File: src/rtl/oled_seq_pkg.sv
// Shared definitions for the OLED bus sequencer: FSM encoding, error codes,
// and the levels the SPI lines rest at when no source owns the bus.
package oled_seq_pkg;

    typedef enum logic [2:0] {
        ST_IDLE   = 3'd0,
        ST_INIT   = 3'd1,
        ST_SELECT = 3'd2,
        ST_RUN    = 3'd3,
        ST_GAP    = 3'd4,
        ST_DONE   = 3'd5,
        ST_FAULT  = 3'd6
    } state_e;

    localparam logic [1:0] ERR_NONE    = 2'b00;
    localparam logic [1:0] ERR_INIT_TO = 2'b01;
    localparam logic [1:0] ERR_CLI_TO  = 2'b10;
    localparam logic [1:0] ERR_BAD_SEL = 2'b11;

    localparam logic BUS_CS_IDLE   = 1'b1;
    localparam logic BUS_SDIN_IDLE = 1'b0;
    localparam logic BUS_SCLK_IDLE = 1'b1;
    localparam logic BUS_DC_IDLE   = 1'b0;

    // A single client still needs a 1-bit select port.
    function automatic int sel_width(input int n);
        return (n > 1) ? $clog2(n) : 1;
    endfunction

endpackage

File: src/rtl/oled_seq_watchdog.sv
// Per-phase timeout: counts enabled cycles since the last clear and flags the
// cycle in which the phase has used up its TO_CYC-cycle allowance.
module oled_seq_watchdog #(
    parameter int          TO_W   = 24,
    parameter int unsigned TO_CYC = (1 << 24) - 1
) (
    input  logic CLK,
    input  logic RST,
    input  logic clear_i,
    input  logic en_i,
    output logic expired_o
);
    localparam logic [TO_W-1:0] LIM = TO_W'(TO_CYC - 1);

    logic [TO_W-1:0] cnt_q, cnt_d;

    always_comb begin
        cnt_d = cnt_q;
        if (clear_i)
            cnt_d = '0;
        else if (en_i && (cnt_q != LIM))
            cnt_d = cnt_q + 1'b1;
    end

    always_ff @(posedge CLK) begin
        if (RST) cnt_q <= '0;
        else     cnt_q <= cnt_d;
    end

    // cnt_q holds the number of phase cycles already completed before this one.
    assign expired_o = en_i && (cnt_q == LIM);

endmodule

File: src/rtl/oled_seq_ctrl.sv
// Sequences the OLED SPI bus between the init block and a set of display
// clients: one-time init, then one-shot or looping client passes.
module oled_seq_ctrl
    import oled_seq_pkg::*;
#(
    parameter int          NUM_CLIENTS = 4,
    parameter int          TO_W        = 24,
    parameter int unsigned TO_CYC      = (1 << 24) - 1,
    localparam int         SEL_W       = sel_width(NUM_CLIENTS)
) (
    input  logic                   CLK,
    input  logic                   RST,
    input  logic                   START,
    input  logic                   STOP,
    input  logic                   LOOP,
    input  logic [SEL_W-1:0]       CLIENT_SEL,
    output logic                   INIT_EN,
    input  logic                   INIT_FIN,
    input  logic                   INIT_CS,
    input  logic                   INIT_SDO,
    input  logic                   INIT_SCLK,
    input  logic                   INIT_DC,
    output logic [NUM_CLIENTS-1:0] CLI_EN,
    input  logic [NUM_CLIENTS-1:0] CLI_FIN,
    input  logic [NUM_CLIENTS-1:0] CLI_CS,
    input  logic [NUM_CLIENTS-1:0] CLI_SDO,
    input  logic [NUM_CLIENTS-1:0] CLI_SCLK,
    input  logic [NUM_CLIENTS-1:0] CLI_DC,
    output logic                   CS,
    output logic                   SDIN,
    output logic                   SCLK,
    output logic                   DC,
    output logic                   BUSY,
    output logic                   DONE,
    output logic [1:0]             ERR,
    output logic [SEL_W-1:0]       ACTIVE
);
    // Client vectors are widened to the full select range so an index can
    // never fall outside the vector.
    localparam int NPAD = 1 << SEL_W;

    state_e           state_q, state_d;
    logic             init_ok_q, init_ok_d;
    logic             stop_q, stop_d;
    logic [1:0]       err_q, err_d;
    logic [SEL_W-1:0] act_q, act_d;

    logic [NPAD-1:0]  fin_pad, cs_pad, sdo_pad, sclk_pad, dc_pad, en_pad;
    logic             in_init, in_run, wd_exp, cli_fin, sel_bad, stop_now;

    assign fin_pad  = NPAD'(CLI_FIN);
    assign cs_pad   = NPAD'(CLI_CS);
    assign sdo_pad  = NPAD'(CLI_SDO);
    assign sclk_pad = NPAD'(CLI_SCLK);
    assign dc_pad   = NPAD'(CLI_DC);

    assign in_init  = (state_q == ST_INIT);
    assign in_run   = (state_q == ST_RUN);
    assign cli_fin  = fin_pad[act_q];
    assign sel_bad  = int'(CLIENT_SEL) >= NUM_CLIENTS;
    assign stop_now = stop_q | STOP;

    oled_seq_watchdog #(
        .TO_W   (TO_W),
        .TO_CYC (TO_CYC)
    ) u_wd (
        .CLK       (CLK),
        .RST       (RST),
        .clear_i   (!(in_init || in_run)),
        .en_i      (in_init || in_run),
        .expired_o (wd_exp)
    );

    always_comb begin
        state_d   = state_q;
        init_ok_d = init_ok_q;
        stop_d    = stop_q;
        err_d     = err_q;
        act_d     = act_q;
        if (BUSY) stop_d = stop_now;
        unique case (state_q)
            ST_IDLE: if (START) begin
                state_d = init_ok_q ? ST_SELECT : ST_INIT;
                stop_d  = STOP;
            end
            // FIN is tested before the timeout so a same-cycle finish succeeds.
            ST_INIT: if (INIT_FIN) begin
                init_ok_d = 1'b1;
                state_d   = ST_SELECT;
            end else if (wd_exp) begin
                state_d = ST_FAULT;
                err_d   = ERR_INIT_TO;
            end
            ST_SELECT: begin
                act_d = CLIENT_SEL;
                if (sel_bad) begin
                    state_d = ST_FAULT;
                    err_d   = ERR_BAD_SEL;
                end else begin
                    state_d = ST_RUN;
                end
            end
            ST_RUN: if (cli_fin) begin
                state_d = (LOOP && !stop_now) ? ST_GAP : ST_DONE;
            end else if (wd_exp) begin
                state_d = ST_FAULT;
                err_d   = ERR_CLI_TO;
            end
            ST_GAP:  state_d = ST_SELECT;
            ST_DONE: if (START) begin
                state_d = ST_SELECT;
                stop_d  = STOP;
            end
            ST_FAULT: if (START) begin
                state_d   = ST_INIT;
                err_d     = ERR_NONE;
                init_ok_d = 1'b0;
                stop_d    = STOP;
            end
            default: state_d = ST_IDLE;
        endcase
        if ((state_d == ST_DONE) && (state_q != ST_DONE)) stop_d = 1'b0;
    end

    always_ff @(posedge CLK) begin
        if (RST) begin
            state_q   <= ST_IDLE;
            init_ok_q <= 1'b0;
            stop_q    <= 1'b0;
            err_q     <= ERR_NONE;
            act_q     <= '0;
        end else begin
            state_q   <= state_d;
            init_ok_q <= init_ok_d;
            stop_q    <= stop_d;
            err_q     <= err_d;
            act_q     <= act_d;
        end
    end

    always_comb begin
        en_pad        = '0;
        en_pad[act_q] = in_run;
    end

    assign CLI_EN  = en_pad[NUM_CLIENTS-1:0];
    assign INIT_EN = in_init;
    assign BUSY    = in_init | in_run | (state_q == ST_SELECT) | (state_q == ST_GAP);
    assign DONE    = (state_q == ST_DONE);
    assign ERR     = err_q;
    assign ACTIVE  = act_q;

    always_comb begin
        CS   = BUS_CS_IDLE;
        SDIN = BUS_SDIN_IDLE;
        SCLK = BUS_SCLK_IDLE;
        DC   = BUS_DC_IDLE;
        if (in_init) begin
            CS   = INIT_CS;
            SDIN = INIT_SDO;
            SCLK = INIT_SCLK;
            DC   = INIT_DC;
        end else if (in_run) begin
            CS   = cs_pad[act_q];
            SDIN = sdo_pad[act_q];
            SCLK = sclk_pad[act_q];
            DC   = dc_pad[act_q];
        end
    end

endmodule

File: config.mk
export PLATFORM = sky130hd
export DESIGN_NAME = oled_seq_ctrl
export DESIGN_NICKNAME = d
export VERILOG_FILES = /design/src/rtl/oled_seq_pkg.sv /design/src/rtl/oled_seq_watchdog.sv /design/src/rtl/oled_seq_ctrl.sv
export SDC_FILE = /design/constraint.sdc
export NUM_CORES = 1
export LEC_CHECK = 0
export BUFFER_PORTS_ARGS = -buffer_cell sky130_fd_sc_hd__buf_2
export CAP_MARGIN = 20
export CORE_MARGIN = 2
export CORE_UTILIZATION = 45
export CTS_CLUSTER_SIZE = 25
export DETAILED_ROUTE_END_ITERATION = 8
export PLACE_DENSITY = 0.77
export SKIP_LAST_GASP = 1
export SYNTH_ARGS = -nofsm -noshare
export SYNTH_HDL_FRONTEND = slang
export SYNTH_HIERARCHICAL = 1
export SYNTH_SLANG_ARGS = --single-unit
File: constraint.sdc
create_clock -name CLK -period 3.18 [get_ports CLK]
set_clock_uncertainty 0.05 [all_clocks]
set_input_delay 0.636 -clock CLK [delete_from_list [all_inputs] [get_ports CLK]]
set_output_delay 0.636 -clock CLK [all_outputs]
set_load 0.01 [all_outputs]
Word-level counts from Yosys, hierarchy flattened
Index checks and enable logic that the tools add are counted.
Storage, ports and cells
  register bits: 33
  input port bits: 32
  output and inout port bits: 15
  word-level logic and storage cells: 87
Cells by class
  add/sub/neg operators: 1
  magnitude comparators: 2
  equal/unequal tests: 16
  muxes and demuxes: 41
  bitwise logic cells: 6
  reductions and logical operators: 15
Operators by type and width (count)
  24-bit by 1-bit adder with 24-bit output (second input constant): 1
  24-bit equality test (second input constant): 1
  24-bit inequality test (second input constant): 1
  3-bit one-hot mux with 7 select lines: 1
  1-bit 2-to-1 mux: 20
  3-bit 2-to-1 mux: 6
  3-bit equality test (second input constant): 4
  2-bit 2-to-1 mux: 6
  1-bit binary-select mux with 2-bit select: 5
  2-bit inequality test (second input constant): 4
  3-bit by 2-bit equality test with 1-bit output (second input constant): 2
  2-bit one-hot mux with 3 select lines: 1
  6-bit AND reduction: 1
  1-bit logical AND: 5
  4-bit bitwise AND: 1
  2-bit by 1-bit inequality test with 1-bit output (second input constant): 2
  1-bit bitwise OR: 4
  2-bit OR reduction: 2
  3-bit by 1-bit equality test with 1-bit output (second input constant): 1
  3-bit logical NOT: 1
  2-bit by 3-bit less-than comparator with 1-bit output (second input constant): 1
  3-bit inequality test (second input constant): 1
  3-bit AND reduction: 1
  3-bit nonzero test: 1
  other kinds (8): 8

Depth between registers and ports, before layout
Gate-level depths: netlist of the first run.
  depth in word-level cells: 9
  depth in mapped cells: 10
  gate-level depth less buffers: 9

By module
The synthesis of the first run kept the hierarchy.
By module, submodules not included
  oled_seq_watchdog: instances 1, cells each 149, area an instance 1218.7 um^2, sequential area each 480.5 um^2
  oled_seq_ctrl: instances 1, cells each 97, area an instance 815.8 um^2, sequential area each 180.2 um^2

Worst setup path after synthesis of the first run
No wires, ideal clock.
  kind: reg-to-reg
  from: reg u_wd.cnt_q[19]
  to: reg err_q[0], in the netlist ERR[0]
  library setup time: 0.065 ns
  data arrival time: 1.956 ns
  required time: 3.065 ns
  slack: 1.109 ns
  cell stages (with the launch flop): 9
  path buffers: 1
  period minus slack after synthesis: 2.071 ns
  cell sequence: dfxtp_1 nand4_1 nor4_1 clkbuf_1 and3_1 nor2b_1 a22oi_1 o22a_1 nor2_1
Between the ends
  word-level cells in the longest chain between the ends: 4
  elaborated cells between the ends (all ways): 5
  classes of those cells: 3 x eq/ne; 2 x reduce/logical
Ends and longest elaborated chain
  from (decl): RTL line oled_seq_watchdog.sv:15  | logic [TO_W-1:0] cnt_q, cnt_d;
  from (signal assigned): RTL line oled_seq_watchdog.sv:27  | else cnt_q <= cnt_d;
  24-bit equality test *: RTL line oled_seq_watchdog.sv:31  | assign expired_o = en_i && (cnt_q == LIM);
  1-bit logical AND *: RTL line oled_seq_watchdog.sv:31
  via wd_exp: RTL line oled_seq_ctrl.sv:49  | logic in_init, in_run, wd_exp, cli_fin, sel_bad, stop_now;
  2-bit by 1-bit inequality test with 1-bit output (no source line)
  6-bit AND reduction (no source line) *
  to (signal assigned): RTL line oled_seq_ctrl.sv:136  | err_q <= err_d;
  to (decl): RTL line oled_seq_ctrl.sv:45  | logic [1:0] err_q, err_d;
The timed path passes the listed nets; every way through them passes the cells marked *.
A chain may end at the register's enable or synchronous reset.

Worst setup path after layout of the first run
  from: reg state_q[2]
  to: out CLI_EN[1]
Between the ends
  word-level cells in the longest chain between the ends: 2
Ends and longest elaborated chain
  from (decl): RTL line oled_seq_ctrl.sv:42  | state_e state_q, state_d;
  from (signal assigned): RTL line oled_seq_ctrl.sv:133  | state_q <= state_d;
  3-bit by 2-bit equality test with 1-bit output: RTL line oled_seq_ctrl.sv:58  | assign in_run = (state_q == ST_RUN);
  4-bit bitwise AND (no source line)
  to (decl): RTL line oled_seq_ctrl.sv:23  | output logic [NUM_CLIENTS-1:0] CLI_EN,
No other way between the ends.

==> results of run 1 <==
==> cell usage after synthesis, drive strengths merged <==
library cell / count / area [um^2]
xnor2: 13 / 114
nand3b: 3 / 22.5
a311oi: 1 / 8.76
or4b: 1 / 10.0
nor2b: 2 / 12.5
xor2: 1 / 8.76
nand3: 10 / 50.1
o31ai: 4 / 30.0
a311o: 1 / 10.0
nand4b: 2 / 17.5
and2: 4 / 27.5
o21a: 2 / 15.0
o21ai: 10 / 50.1
ha: 2 / 25.0
inv: 5 / 18.8
clkinv: 1 / 3.75
nor3: 3 / 15.0
mux4: 5 / 128
nor3b: 1 / 12.5
a22oi: 2 / 15.0
mux2i: 5 / 50.1
a211oi: 8 / 60.1
or2: 2 / 12.5
and4: 4 / 35.0
buf: 6 / 36.3
clkbuf: 11 / 41.3
nand2: 14 / 52.6
or4: 3 / 26.3
or3: 10 / 62.6
o22ai: 2 / 18.8
and3: 2 / 12.5
nor4: 6 / 37.5
nand2b: 1 / 6.26
a21oi: 19 / 95.1
nand4: 11 / 75.1
a21boi: 1 / 7.51
o22a: 1 / 8.76
o311a: 1 / 10.0
nor2: 32 / 120
mux2: 1 / 11.3
dfxtp: 33 / 661
==> power breakdown <==
part / internal, uW / switching [uW] / leakage (uW) / total [uW]
clock: 171 / 141 / 0.0000443 / 313
combinational: 121 / 159 / 0.000499 / 280
sequential: 431 / 36.3 / 0.000267 / 467
total: 723 / 336 / 0.000810 / 1060
==> state kept, by name (all words and copies together) (netlist names) <==
name and count:
ACTIVE 2, ERR 2, init_ok_q 1, state_q 3, stop_q 1, u_wd/cnt_q 24
==> worst max-delay path: cells and delay by family (launching register included) <==
kind | cells | cell delay (ns)
flops | 1 | 0.57
buf+inv | 2 | 0.71
simple gates | 3 | 0.70
==> logic make-up after synthesis <==
logic type      share of synthesized area
buf+inv                            0.0492
fa+ha+maj                          0.0123
flops                               0.325
xor+xnor                           0.0603
compound gates                      0.162
simple gates                        0.299
mux                                0.0929
==> how the worst max path moves through the flow <==
stage | startpoint | end | cells after the start
after floorplan | u_wd/cnt_q[19] | ERR[0] | 8
after global placement | state_q[2] | CLI_EN[1] | 5
after detailed placement | state_q[2] | CLI_EN[1] | 5
after CTS | state_q[2] | CLI_EN[1] | 5
after global routing | state_q[2] | CLI_EN[2] | 5
final | state_q[2] | CLI_EN[1] | 5
==> final cells by class <==
| class | count | area, um^2 | area share |
|---|---|---|---|
| well taps | 52 | 65.1 | 0.0276 |
| inverters | 6 | 22.5 | 0.00954 |
| clock buffers | 7 | 86.3 | 0.0366 |
| repair buffers | 49 | 253 | 0.107 |
| multi-input cells | 190 | 1270 | 0.539 |
| flip-flops and latches | 33 | 661 | 0.280 |
==> metal layers <==
metal  part of all wire  vias up  track usage
met4             0.0070        0       0.0566
met5                  0        -            0
li1                   -      990            -
met1               0.50      872        0.265
met3              0.045        4       0.0464
met2               0.45       42        0.291
==> metrics by stage <==
stage / power, uW / cells
final: 1060 / 337
after global routing: 1120 / 337
after CTS: 1070 / 337
after detailed placement: 753 / 330
after global placement: 749 / 330
after floorplan: 682 / 246
==> results.yml, run 1 <==
outcome:
  outcome: "finished clean"
clocking:
  clock_latency_ns: 0.28
  cts_max_path_buffers: 2
  holdBufCountCts: 0
  numCtsBuffers: 5
  clk_pin_slew_ns: 0.06
  htree_levels: 2
  cts_tree: "built"
  cts.repair.resized: 0
  cts_setup_buffers: 0
  root_buffer: "clkbuf_8"
  cts_sinks: 33
global_routing:
  first_global_vias: 1704
  grt_overflow_total: 0
  globalRouteTotalUtil: 0.190
  grt_max_degree: 25
  grt_pass1_wl_mm: 7.72
  grt_antenna_before_repair: 0
die:
  die_area_um2: 5080
  rows: 24
  boundaryPins: 47
  die_h_um: 71.2
  initial_core_util: 0.467
  die_x_um: 71.2
  coreArea_um2: 4350
routing:
  wirelength_mm: 4.59
  drc: 0
  drtIter0Drc: 136
  num_vias: 1908
  drt_pass1_iterations: 4
  routedWlPerCell_um: 13.6
  vias_per_cell: 5.66
  ant_nets: 0
timing:
  setup_viol: 0
  setup_slack_ns: 0.226
  rsz0062_at_grt: "no"
  hold_viol: 0
  slew_headroom: 0.613
  period_needed_ns: 2.95
  slew_viol_final: 0
  holdWs_ns: 0.442
  fmax_mhz: 338
  fin_setup_tns_ns: 0
  worst_pin_slew_ns: 0.577
  fin_crit_sh: 0.929
finish:
  layout.nets: 319
  postLayoutCellArea_um2: 2360
  diodes: 0
  fillers: 386
  drive_gt1_frac: 0.225
  synthToLayoutAreaGrowth_pct: 16.1
  most-common-layout-cells: "buf_2, dfxtp_1, nor2_1, a21oi_1, nand2_1"
  utilization: 0.542
  final_common_cell: "buf_2"
setup_path:
  cp_cell_sequence: "nand2b_1, clkinv_1, nand3_1, nor2_1, buf_2"
  crit_type: "reg2out"
  max_stage_delay_ns: 0.57
  startpoint_type: "register"
  required_ns: 2.49
  reg2reg_to: "ERR[0]"
  cpMaxStageDelayCell: "dfxtp_1"
  crit_fanout: 22
  r2r-start: "state_q[2]"
  crit_path_end_kind: "output port"
  r2r.worst_path.cells: 7
  arrival_ns: 2.27
  rrSetupSlack_ns: 0.57
power_and_ir_drop:
  cellLeakagePower_uw: 0.000810
  power_density_nw_per_um2: 449
  ir_worst_vdd_v: 0.000218
hold_path:
  hp-start: "u_wd/cnt_q[18]"
  hold_end: "u_wd/cnt_q[18]"
  worstHoldPathCells: 2
  hold_class: "reg2reg"
synth:
  synth_warnings: 6
  syn_area_um2: 2030
  synth_fp_nets: 280
  synth_cell_types: 48
  synth_cells: 246
  seq_area_frac_synth: 0.325
  avgSynthCellArea_um2: 8.27
  synth_seq_cells: 33
flow_run:
  cap_violations: 0
placement:
  place_hpwl_mm: 3.28
  dpl_cell_area_um2: 2270
  globalplace.congestion: 0.795
  portBuffers: 46
  place_ws_ns: 0.579
(Power assumes the default switching activity.)
==> inputs of run 2 (changes only) <==
--- a/config.mk
+++ b/config.mk
@@ -11,7 +11,7 @@
 export CORE_UTILIZATION = 45
 export CTS_CLUSTER_SIZE = 25
 export DETAILED_ROUTE_END_ITERATION = 8
-export PLACE_DENSITY = 0.77
+export PLACE_DENSITY = 0.73
 export SKIP_LAST_GASP = 1
 export SYNTH_ARGS = -nofsm -noshare
 export SYNTH_HDL_FRONTEND = slang
==> constraint.sdc (replaced) <==
create_clock -name CLK -period 2.9 [get_ports CLK]
set_clock_uncertainty 0.05 [all_clocks]
set_input_delay 0.58 -clock CLK [delete_from_list [all_inputs] [get_ports CLK]]
set_output_delay 0.58 -clock CLK [all_outputs]
set_load 0.01 [all_outputs]
==> run 2 against run 1 <==
  * Design area rose by 0.95%
  * Wire length increased by 0.24%
  * Non-clock buffer count up 1
  * Register-to-register slack about the same
  * Sequential share of layout area decreased by 0.26 points
  * Total power increased by 14%
  * Critical endpoint is now SDIN
  * Largest cell class unchanged
  * Highest routed layer unchanged
==> results.yml, run 2 (synthesis gave the netlist of run 1 again) <==
setup_path:
  required_ns: 2.27
  crit_end: "SDIN"
  reg2reg_to: "state_q[1]"
  crit_start: "ACTIVE[0]"
  arrival_ns: 1.83
  startpoint_type: "register"
  rrSetupSlack_ns: 0.56
  max_stage_delay_ns: 0.62
  crit_fanout: 10
  crit_path_end_kind: "output port"
  cpMaxStageDelayCell: "mux4_1"
  r2r.worst_path.cells: 7
  cp_cell_sequence: "mux4_1, mux2i_1, nor2_1, buf_2"
  r2r-start: "state_q[2]"
  crit_type: "reg2out"
outcome:
  outcome: "finished clean"
die:
  coreArea_um2: 4350
  rows: 24
  boundaryPins: 47
  die_h_um: 71.2
  die_x_um: 71.2
  initial_core_util: 0.467
  die_area_um2: 5080
finish:
  largest_reg_flops: 24
  fillers: 407
  synthToLayoutAreaGrowth_pct: 17.2
  register_area_um2: 661
  final_common_cell: "buf_2"
  reg.largest.list: "u_wd/cnt_q: 24 flops, state_q: 3 flops"
  drive_gt1_frac: 0.233
  diodes: 0
  utilization: 0.547
  layout.nets: 320
  multi_input_area_um2: 1270
  largest_register: "u_wd/cnt_q"
  most-common-layout-cells: "buf_2, dfxtp_1, nor2_1, a21oi_1, nand2_1"
hold_path:
  hold_class: "reg2reg"
timing:
  worst_pin_slew_ns: 0.579
  fin_setup_tns_ns: 0
  period_needed_ns: 2.46
  setup_viol: 0
  fin_crit_sh: 0.847
  fmax_mhz: 407
  slew_headroom: 0.614
  hold_viol: 0
  rsz0062_at_grt: "no"
  slew_viol_final: 0
power_and_ir_drop:
  power_frac_clock: 0.319
  swShare: 0.317
  internal-power_uw: 824
  p_seq_frac: 0.428
  comb_power_share: 0.253
  total_power_uw: 1210
  power_density_nw_per_um2: 507
  p_sw_uw: 383
  ir_worst_vdd_v: 0.000204
  cellLeakagePower_uw: 0.000825
clocking:
  cts_sinks: 33
  numCtsBuffers: 5
  holdBufCountCts: 0
  clk_pin_slew_ns: 0.07
  cts.repair.resized: 0
  clock_latency_ns: 0.29
  cts_setup_buffers: 0
  cts_tree: "built"
  htree_levels: 2
  root_buffer: "clkbuf_8"
  cts_max_path_buffers: 2
routing:
  drt_pass1_iterations: 4
  routedWlPerCell_um: 13.6
  drc: 0
  vias_per_cell: 5.70
  ant_nets: 0
  wirelength_mm: 4.60
  num_vias: 1933
  drtIter0Drc: 110
flow_run:
  cap_violations: 0
placement:
  globalplace.congestion: 0.865
  portBuffers: 46
  place_hpwl_mm: 3.32
global_routing:
  grt_overflow_total: 0
  grt_max_degree: 25
  grt_antenna_before_repair: 0
  grt_pass1_wl_mm: 7.95
  first_global_vias: 1810
  globalRouteTotalUtil: 0.192
run 2: cell types whose count changed in the layout (fill, tap and decap cells not counted), sizes merged:
cell / before / now
buf: 49 / 50
clkinv: 1 / 2
run 2: area by class of cell:
cell class	instances	share of cell area
multi-input cells	190	0.534
flip-flops and latches	33	0.277
repair buffers	50	0.109
clock buffers	7	0.0404
well taps	52	0.0273
inverters	6	0.00945
clock inverters	1	0.00210
run 2: power by group through the flow:
| stage | Sequential, uW | Clock (uW) | Combinational [uW] |
|---|---|---|---|
| after floorplan | 496 | 0 | 252 |
| after global placement | 526 | 0 | 302 |
| after detailed placement | 527 | 0 | 304 |
| after CTS | 516 | 400 | 306 |
| after global routing | 522 | 416 | 339 |
| final | 517 | 385 | 306 |
run 2: worst max-delay path: cells and delay by family (launching register included):
family / cells / cell delay [ns]
buffers and inverters: 1 / 0.14
flip-flops: 1 / 0.58
multiplexers: 2 / 0.77
AND/OR/NAND/NOR: 1 / 0.05
run 2: worst min-delay path by stage:
stage | endpoint | cells after the start | slack, ns | startpoint
3_3_place_gp | u_wd/cnt_q[18] | 2 | 0.42 | u_wd/cnt_q[18]
5_1_grt | u_wd/cnt_q[18] | 2 | 0.47 | u_wd/cnt_q[18]
6_report | u_wd/cnt_q[18] | 2 | 0.44 | u_wd/cnt_q[18]
3_5_place_dp | u_wd/cnt_q[18] | 2 | 0.43 | u_wd/cnt_q[18]
4_1_cts | u_wd/cnt_q[18] | 2 | 0.44 | u_wd/cnt_q[18]
2_1_floorplan | u_wd/cnt_q[18] | 2 | 0.40 | u_wd/cnt_q[18]
run 2: stage by stage:
| stage | setup WS [ns] | area (um^2) | cells | hold slack, ns |
|---|---|---|---|---|
| 3_5_place_dp | 0.603 | 2280 | 331 | 0.427 |
| 3_3_place_gp | 0.686 | 2280 | 331 | 0.422 |
| 4_1_cts | 0.409 | 2380 | 339 | 0.437 |
| 6_report | 0.442 | 2380 | 339 | 0.440 |
| 5_1_grt | 0.300 | 2380 | 339 | 0.469 |
| 2_1_floorplan | 0.829 | 2030 | 246 | 0.403 |
run 2: per-layer routing:
layer | up-vias | routed length [um] | GRT usage
met5 | - | 0 | 0
met4 | 0 | 76 | 0.0755
met3 | 7 | 176 | 0.0295
met2 | 45 | 1990 | 0.299
met1 | 889 | 2360 | 0.268
li1 | 992 | - | -
